--- config.mk ---
export PLATFORM = sky130hd
export DESIGN_NAME = seg_scan_driver
export DESIGN_NICKNAME = d
export VERILOG_FILES = /design/src/rtl/seg_scan_driver.sv
export SDC_FILE = /design/constraint.sdc
export NUM_CORES = 1
export LEC_CHECK = 0
export CAP_MARGIN = 0
export CORE_ASPECT_RATIO = 1.2
export CORE_MARGIN = 2
export CORE_UTILIZATION = 54
export DETAILED_ROUTE_END_ITERATION = 6
export PLACE_DENSITY = 0.79
export SLEW_MARGIN = 20
export SYNTH_ARGS = -nofsm -noshare
export SYNTH_HDL_FRONTEND = slang
export SYNTH_SLANG_ARGS = --single-unit
--- constraint.sdc ---
create_clock -name clk -period 3 [get_ports clk]
set_input_delay 0.3 -clock clk [delete_from_list [all_inputs] [get_ports clk]]
set_output_delay 0.3 -clock clk [all_outputs]
set_load 0.03 [all_outputs]
--- src/rtl/seg_scan_driver.sv ---
// Four-digit multiplexed hex display scanner with a double-buffered load port.
// Define SEG_LEADING_ZERO_BLANK_EN to blank leading zero digits (digit 0 always lit).
module seg_scan_driver #(
    parameter int DIV   = 50000,
    parameter int BLANK = 16
) (
    input  logic        clk,
    input  logic        rst_n,
    input  logic        load_valid,
    input  logic [15:0] load_value,
    output logic        load_ready,
    output logic [3:0]  digit_data,
    output logic [1:0]  digit_idx,
    output logic [3:0]  anode_n,
    output logic        frame_tick
);

    localparam int CNT_MAX = (DIV > BLANK) ? DIV : BLANK;
    localparam int CNT_W   = (CNT_MAX > 1) ? $clog2(CNT_MAX) : 1;
    localparam logic [CNT_W-1:0] DIV_LAST   = CNT_W'(DIV - 1);
    localparam logic [CNT_W-1:0] BLANK_LAST = CNT_W'(BLANK - 1);

    typedef enum logic {
        S_BLANK,
        S_ON
    } state_t;

    state_t           state;
    state_t           state_nxt;
    logic [CNT_W-1:0] cnt;
    logic [15:0]      disp;
    logic [15:0]      shadow;
    logic             pending;

    logic             blank_done;
    logic             on_done;
    logic             load_fire;
    logic             commit;
    logic [1:0]       idx_nxt;
    logic [15:0]      disp_nxt;
    logic             digit_lit;

    function automatic logic [3:0] nibble(input logic [15:0] value, input logic [1:0] idx);
        logic [3:0] n;
        case (idx)
            2'd0:    n = value[3:0];
            2'd1:    n = value[7:4];
            2'd2:    n = value[11:8];
            default: n = value[15:12];
        endcase
        return n;
    endfunction

    assign blank_done = (state == S_BLANK) && (cnt == BLANK_LAST);
    assign on_done    = (state == S_ON)    && (cnt == DIV_LAST);
    assign frame_tick = on_done && (digit_idx == 2'd3);
    assign load_ready = !pending;
    assign load_fire  = load_valid && load_ready;
    // A load accepted in the frame_tick cycle has pending=0 here, so it waits a full frame.
    assign commit     = frame_tick && pending;
    assign idx_nxt    = digit_idx + 2'd1;
    assign disp_nxt   = commit ? shadow : disp;

    // State register
    always_ff @(posedge clk) begin
        // NOTE: sequential state uses non-blocking assignments so every register
        // samples pre-edge values, independent of statement order.
        if (!rst_n) begin
            state <= S_BLANK;
        end else begin
            state <= state_nxt;
        end
    end

    // Next-state logic
    always_comb begin
        // NOTE: default first so every path assigns state_nxt and no latch is inferred.
        state_nxt = state;
        case (state)
            S_BLANK: if (blank_done) state_nxt = S_ON;
            S_ON:    if (on_done)    state_nxt = S_BLANK;
            default: state_nxt = S_BLANK;
        endcase
    end

    // Slot counter, scan index and display buffers
    always_ff @(posedge clk) begin
        if (!rst_n) begin
            cnt        <= '0;
            digit_idx  <= 2'd0;
            digit_data <= 4'h0;
            disp       <= 16'h0000;
            shadow     <= 16'h0000;
            pending    <= 1'b0;
        end else begin
            cnt <= (blank_done || on_done) ? '0 : cnt + 1'b1;

            if (on_done) begin
                digit_idx  <= idx_nxt;
                digit_data <= nibble(disp_nxt, idx_nxt);
            end

            disp <= disp_nxt;

            if (load_fire) begin
                shadow  <= load_value;
                pending <= 1'b1;
            end else if (commit) begin
                pending <= 1'b0;
            end
        end
    end

`ifdef SEG_LEADING_ZERO_BLANK_EN
    always_comb begin
        digit_lit = 1'b1;
        case (digit_idx)
            2'd1:    digit_lit = |disp[15:4];
            2'd2:    digit_lit = |disp[15:8];
            2'd3:    digit_lit = |disp[15:12];
            default: digit_lit = 1'b1;
        endcase
    end
`else
    assign digit_lit = 1'b1;
`endif

    // Output decode: at most one anode low, only during the ON window
    always_comb begin
        anode_n = 4'b1111;
        if (state == S_ON && digit_lit) begin
            anode_n[digit_idx] = 1'b0;
        end
    end

endmodule

==> metrics, run 1 <==
clock latency on the worst-skew pair=about 0.32 ns; grt met2 use=0.368; hold path depth=1; Lkg Pwr=between 1 and 1.5 nW; fin. max-slew vios=0; #FFs+latches synth=56; DIE AREA=0.00506 sq mm; first-pass GRT wire length=about 8.4 mm; fillers=350; vias in the first global route=~1,900; cts hold-fix bufs=0; gr ovfl total=0; Iteration-0 DRC Markers=between 100 and 150; clock skew=roughly 0.011 ns; dpl cells=around 360; detailed placement HPWL=~3.6 mm; maxcap violations=0; Area Growth Syn to Fin=18.3%; Worst Path Arrival=between 2 and 3 ns; Post-synth EDFFs=0; share of the synthesized area in the top cell type=0.461; largest net degree at the start of global routing=18; total power=between 1 and 1.5 mW; Die Ht=slightly below 80 um; I/O Buffers=30; H-tree depth=2; drt drc=0; Fmax achieved=~0.38 GHz; DR vias/cell=around 5.3; gpl congestion=0.870; clock sinks=56; layout cells sized above 1=0.0841; FP Rows=26; CTS buffer count=5; most frequent cells after synthesis=dfxtp_1, nand2_1, nor2_1; Core Region=0.00429 sq mm; Logic pwr share=0.059; Netlist cell types=35; crit-path cells=or4_4 -> nor4_4 -> nand2_4 -> mux2_2 -> a221oi_1 -> o21ai_0; Reg clk slew, reported paths=0.09 ns; dominant cell type by area after synthesis=dfxtp_1; Post-Syn Nets=~310; non-filler cells, final=about 370; Avg Cell Area, Syn=8.74 sq um; Final period util=0.879; Most used DFF post-synth=dfxtp_1; switching share of power=0.225; Max Fanout on Critical Path=16; Pwr Density=roughly 440 mW/mm^2; met1 Track Usage GR=0.250; DR WL/cell=~14 um; Post-synth ARST share=0; Net Sw Power=0.286 mW; Critical Path RT=roughly 3.2 ns; status=finished clean; crit path kind=flip-flop to flip-flop; final hold vios=0; CP max stage delay=0.56 ns; final net count=336; Reg power frac=0.607; n_diodes=0; Synth Instances=about 280; Startpoint Class=flip-flop; Root Buffer=clkbuf_8; clock share of power=0.335; min-delay worst type=flip-flop to flip-flop; antenna-violating nets left=0; slowest CP cell=or4_4; Setup-failing EPs final=0; cell-internal power=between 0.9 and 1 mW; Rel. slew slack=0.626; GRT busiest layer=met2; Via Count=between 1,500 and 2,000; starting density of the core=0.566; die width=between 60 and 70 um; worst slew pin tran=0.560 ns; mapped cell area=0.00243 sq mm; met3 global-route usage=0.0536; Worst Setup End Kind=flip-flop; WL final=about 5.0 mm; Synth area leaders=dfxtp_1, nand2_1, a21oi_1; setup TNS=0 ns; RSZ-0062 raised after global routing=no; min Tclk post-route=~2.6 ns; post-CTS resize count=0; # Post-CTS Setup Buffers=0; R2R setup slack=between 0.3 and 0.4 ns; All-Layer GR Usage=0.212; Longest Clk Path Bufs=2; worst vdd ir=0.000337 V; 1st-pass router iterations=4; Seq/Total Area, Yosys=0.461; initial antenna violation count=0; R2R cell count=6; Synth Warn #=0; I/O pin count=31; TritonCTS clock tree=done
## cell type report
type,count,area (sq um),share of cell area
sequential,56,1120,0.390
tap,56,70.1,0.0244
clock buffer,6,82.6,0.0287
timing repair buffer,33,323,0.112
clock inverter,2,15.0,0.00522
multi-input combinational,207,1240,0.433
inverter,5,18.8,0.00653
## power groups by stage
stage	sequential (mW)	clock, mW	combinational, mW
3_5_place_dp	0.788	0	0.0760
4_1_cts	0.770	0.434	0.0762
3_3_place_gp	0.788	0	0.0748
6_report	0.770	0.425	0.0747
2_1_floorplan	0.784	0	0.0381
5_1_grt	0.773	0.465	0.0840
## placed cells by master, fill, tap and decap left out, types with 4 or more instances in the layout
| master | n |
|---|---|
| a21oi_1 | 26 |
| a221oi_1 | 4 |
| a311o_1 | 4 |
| and2_1 | 7 |
| and3_1 | 7 |
| clkbuf_8 | 6 |
| clkdlybuf4s50_1 | 30 |
| dfxtp_1 | 56 |
| ha_1 | 9 |
| inv_1 | 4 |
| mux2_2 | 6 |
| mux2i_1 | 4 |
| nand2_1 | 56 |
| nand3_1 | 15 |
| nor2_1 | 28 |
| xnor2_1 | 9 |
| xor2_1 | 6 |
## metal layers
layer | share of wire | up-vias
li1 | - | 998
met1 | 0.42 | 903
met2 | 0.51 | 35
met3 | 0.043 | 12
met4 | 0.021 | 0
met5 | 0 | -
## critical path, delay by kind of cell, from the launching register on
family          cells  cell delay (ns)
flops               1             0.37
compound gates      2             0.41
mux                 1             0.35
simple gates        3             1.37
## through the flow
stage               area, sq um  hold WS [ns]  setup WS [ns]   util
global route               2880         0.494          0.146  0.670
CTS                        2880         0.455          0.379  0.670
detailed placement         2780         0.441          0.389  0.647
global placement           2780         0.426          0.492  0.647
floorplan                  2430         0.413          0.589      -
finish                     2880         0.454          0.363  0.670
## worst paths after layout
kind	from	end
setup reg to reg	cnt[4]	digit_data[3]
setup / recovery	cnt[4]	digit_data[3]
hold / removal	cnt[0]	cnt[0]
hold reg to reg	cnt[0]	cnt[0]
## flip-flops by register name (all words and copies together), names as in the netlist
| signal | flops |
|---|---|
| disp | 16 |
| digit_data | 4 |
| digit_idx | 2 |
| cnt | 16 |
| shadow | 16 |
| pending | 1 |
| state | 1 |
## cell families after synthesis
group | count (synthesis) | synth area share
AOI/OAI and AO/OA | 42 | 0.105
muxes | 12 | 0.0566
and+or+nand+nor | 129 | 0.250
xor gates and xnor gates | 15 | 0.0540
DFF | 56 | 0.461
adders and majority gates | 9 | 0.0463
buffers and inverters | 15 | 0.0268
(Power assumes the default switching activity.)
==> inputs of run 2 (changes only) <==
--- a/config.mk
+++ b/config.mk
@@ -8,9 +8,9 @@
 export CAP_MARGIN = 0
 export CORE_ASPECT_RATIO = 1.2
 export CORE_MARGIN = 2
-export CORE_UTILIZATION = 54
+export CORE_UTILIZATION = 40
 export DETAILED_ROUTE_END_ITERATION = 6
-export PLACE_DENSITY = 0.79
+export PLACE_DENSITY = 0.62
 export SLEW_MARGIN = 20
 export SYNTH_ARGS = -nofsm -noshare
 export SYNTH_HDL_FRONTEND = slang
==> run 2 against run 1 <==
First-iteration DRC count is 8.7% higher. Design area grew 0.83%. Worst hold slack better by 0.0049 ns. Routed wire length up 3.7%. Global-route usage fell by 4.5 points. Critical path type unchanged. Critical endpoint is now digit_data[2]. Highest routed layer unchanged.
==> metrics, run 2 (synthesis results as in run 1) <==
DR WL/cell=13.3 um (was 13.7 um); initial antenna violation count=0 (unchanged); most frequent cells in the layout=nand2_1, dfxtp_1, clkdlybuf4s50_1 (unchanged); crit-path cells=or4_4 -> nor4_4 -> nand2_4 -> mux2_2 -> a221oi_1 -> o31ai_1 (was or4_4 -> nor4_4 -> nand2_4 -> mux2_2 -> a221oi_1 -> o21ai_0); reg2reg start=cnt[4] (unchanged); crit path kind=flip-flop to flip-flop (unchanged); vias in the first global route=1,871 (was 1,864); clock sinks=56 (unchanged); largest net degree at the start of global routing=20 (was 18); CP max stage delay=0.56 ns (about the same); cell-internal power=0.968 mW (was 0.984 mW); Design Area, Final=0.00290 sq mm (was 0.00288 sq mm); non-filler cells, final=390 (was 365); total power=1.28 mW (was 1.27 mW); Iteration-0 DRC Markers=112 (was 103); Logic pwr share=0.058 (was 0.059); Net Sw Power=0.314 mW (was 0.286 mW); # Post-CTS Setup Buffers=0 (unchanged); fin. max-slew vios=0 (unchanged); Reg clk slew, reported paths=0.11 ns (was 0.09 ns); slowest CP cell=or4_4 (unchanged); layout cells sized above 1=0.0812 (was 0.0841); DIE AREA=0.00672 sq mm (was 0.00506 sq mm); Fmax achieved=0.385 GHz (was 0.379 GHz); min Tclk post-route=2.60 ns (was 2.64 ns); gr ovfl total=0 (unchanged); Worst Path Arrival=2.81 ns (was 2.83 ns); maxcap violations=0 (unchanged); Worst path top cell family by delay=simple AND/OR/NAND/NOR gates (unchanged); Critical Path RT=3.21 ns (was 3.19 ns); Top Registers=cnt: 16 flops, disp: 16 flops, shadow: 16 flops (unchanged); min-delay worst type=flip-flop to flip-flop (unchanged); TritonCTS clock tree=done (unchanged); Hold Crit Endpoint=cnt[0] (unchanged); Place WS=0.376 ns (was 0.389 ns); cts hold-fix bufs=0 (unchanged); RSZ-0062 raised after global routing=no (unchanged); switching share of power=0.245 (was 0.225); Root Buffer=clkbuf_8 (unchanged); R2R cell count=6 (unchanged); Final period util=0.866 (was 0.879); Area Growth Syn to Fin=19.2% (was 18.3%); final hold vios=0 (unchanged); clock share of power=0.341 (was 0.335); Buf+Inv Stages, Crit Path=0 (unchanged); Final WS setup=0.403 ns (was 0.363 ns); Worst Setup End Kind=flip-flop (unchanged); Rel. slew slack=0.586 (was 0.626); dpl cells=382 (was 357); Startpoint Class=flip-flop (unchanged); Core Region=0.00597 sq mm (was 0.00429 sq mm); Max Fanout on Critical Path=16 (unchanged); antenna-violating nets left=0 (unchanged); drt drc=0 (unchanged); RR Endpoint=digit_data[2] (was digit_data[3]); dpl cell area=0.00280 sq mm (was 0.00278 sq mm); H-tree depth=2 (unchanged); starting density of the core=0.407 (was 0.566); first-pass GRT wire length=8.58 mm (was 8.42 mm); 1st-pass router iterations=4 (unchanged); gpl congestion=0.803 (was 0.870); FP Rows=31 (was 26); hold path depth=1 (unchanged); I/O Buffers=30 (unchanged); Reg power frac=0.601 (was 0.607); status=finished clean (unchanged); Hold Crit Start=cnt[0] (unchanged); final net count=335 (was 336); Die Ht=89.4 um (was 77.5 um); worst vdd ir=0.000235 V (was 0.000337 V); R2R setup slack=0.40 ns (was 0.36 ns); setup TNS=0 ns (unchanged); n_diodes=0 (unchanged); DR vias/cell=4.97 (was 5.34); CTS buffer count=5 (unchanged); Lkg Pwr=1.12 nW (about the same); All-Layer GR Usage=0.167 (was 0.212); Setup-failing EPs final=0 (unchanged); Longest Clk Path Bufs=2 (unchanged); Via Count=1,938 (was 1,948); clock latency on the worst-skew pair=0.32 ns (about the same); clock skew=0.0123 ns (was 0.0113 ns); I/O pin count=31 (unchanged); detailed placement HPWL=3.74 mm (was 3.62 mm); WL final=5.18 mm (was 5.00 mm); Pwr Density=442 mW/mm^2 (about the same); worst slew pin tran=0.619 ns (was 0.560 ns); die width=75.2 um (was 65.3 um); post-CTS resize count=0 (unchanged)
==> run 2: cell types whose count changed in the layout (fill, tap and decap cells not counted), sizes merged <==
cell,previous run,this run
buf,3,2
clkbuf,6,5
clkinv,1,2
clkinvlp,2,1
inv,4,5
==> run 2: cell type report <==
class / count / area (sq um)
Tap cell: 82 / 103
Sequential cell: 56 / 1120
Inverter: 5 / 18.8
Fill cell: 623 / 3070
Clock buffer: 5 / 68.8
Multi-Input combinational cell: 207 / 1240
Timing Repair Buffer: 32 / 315
Clock inverter: 3 / 27.5
==> run 2: metal layers <==
metal / share of wire / GRT usage / wire [um] / vias up
met2: 0.51 / 0.304 / 2640 / 28
met3: 0.025 / 0.0237 / 130 / 4
met1: 0.46 / 0.194 / 2370 / 907
li1: - / - / - / 999
met5: 0 / 0 / 0 / -
met4: 0.0089 / 0.0670 / 46 / 0
==> run 2: worst max path at each step <==
stage	start	to	slack [ns]	cells past startpoint
finish	cnt[4]	digit_data[2]	0.40	6
global route	cnt[4]	digit_data[0]	0.21	6
CTS	cnt[4]	digit_data[2]	0.37	6
detailed placement	cnt[4]	digit_data[2]	0.38	6
global placement	cnt[4]	digit_data[2]	0.45	6
floorplan	digit_idx[1]	digit_data[0]	0.59	8
==> run 2: stage by stage <==
step / hold slack, ns / utilization
finish: 0.459 / 0.485
global route: 0.479 / 0.485
global placement: 0.429 / 0.469
floorplan: 0.413 / -
detailed placement: 0.445 / 0.469
CTS: 0.460 / 0.485
==> run 2: power by group through the flow <==
stage | logic, mW | registers (mW) | clock network (mW)
finish | 0.0740 | 0.771 | 0.437
CTS | 0.0755 | 0.771 | 0.453
global route | 0.0832 | 0.773 | 0.477
detailed placement | 0.0752 | 0.788 | 0
global placement | 0.0738 | 0.788 | 0
floorplan | 0.0381 | 0.784 | 0
==> inputs of run 3 (changes only) <==
--- a/config.mk
+++ b/config.mk
@@ -9,6 +9,7 @@
 export CORE_ASPECT_RATIO = 1.2
 export CORE_MARGIN = 2
 export CORE_UTILIZATION = 40
+export CTS_CLUSTER_SIZE = 8
 export DETAILED_ROUTE_END_ITERATION = 6
 export PLACE_DENSITY = 0.62
 export SLEW_MARGIN = 20
==> results of run 3 <==
Final layout, timing and power as in run 2 (identical DEF).
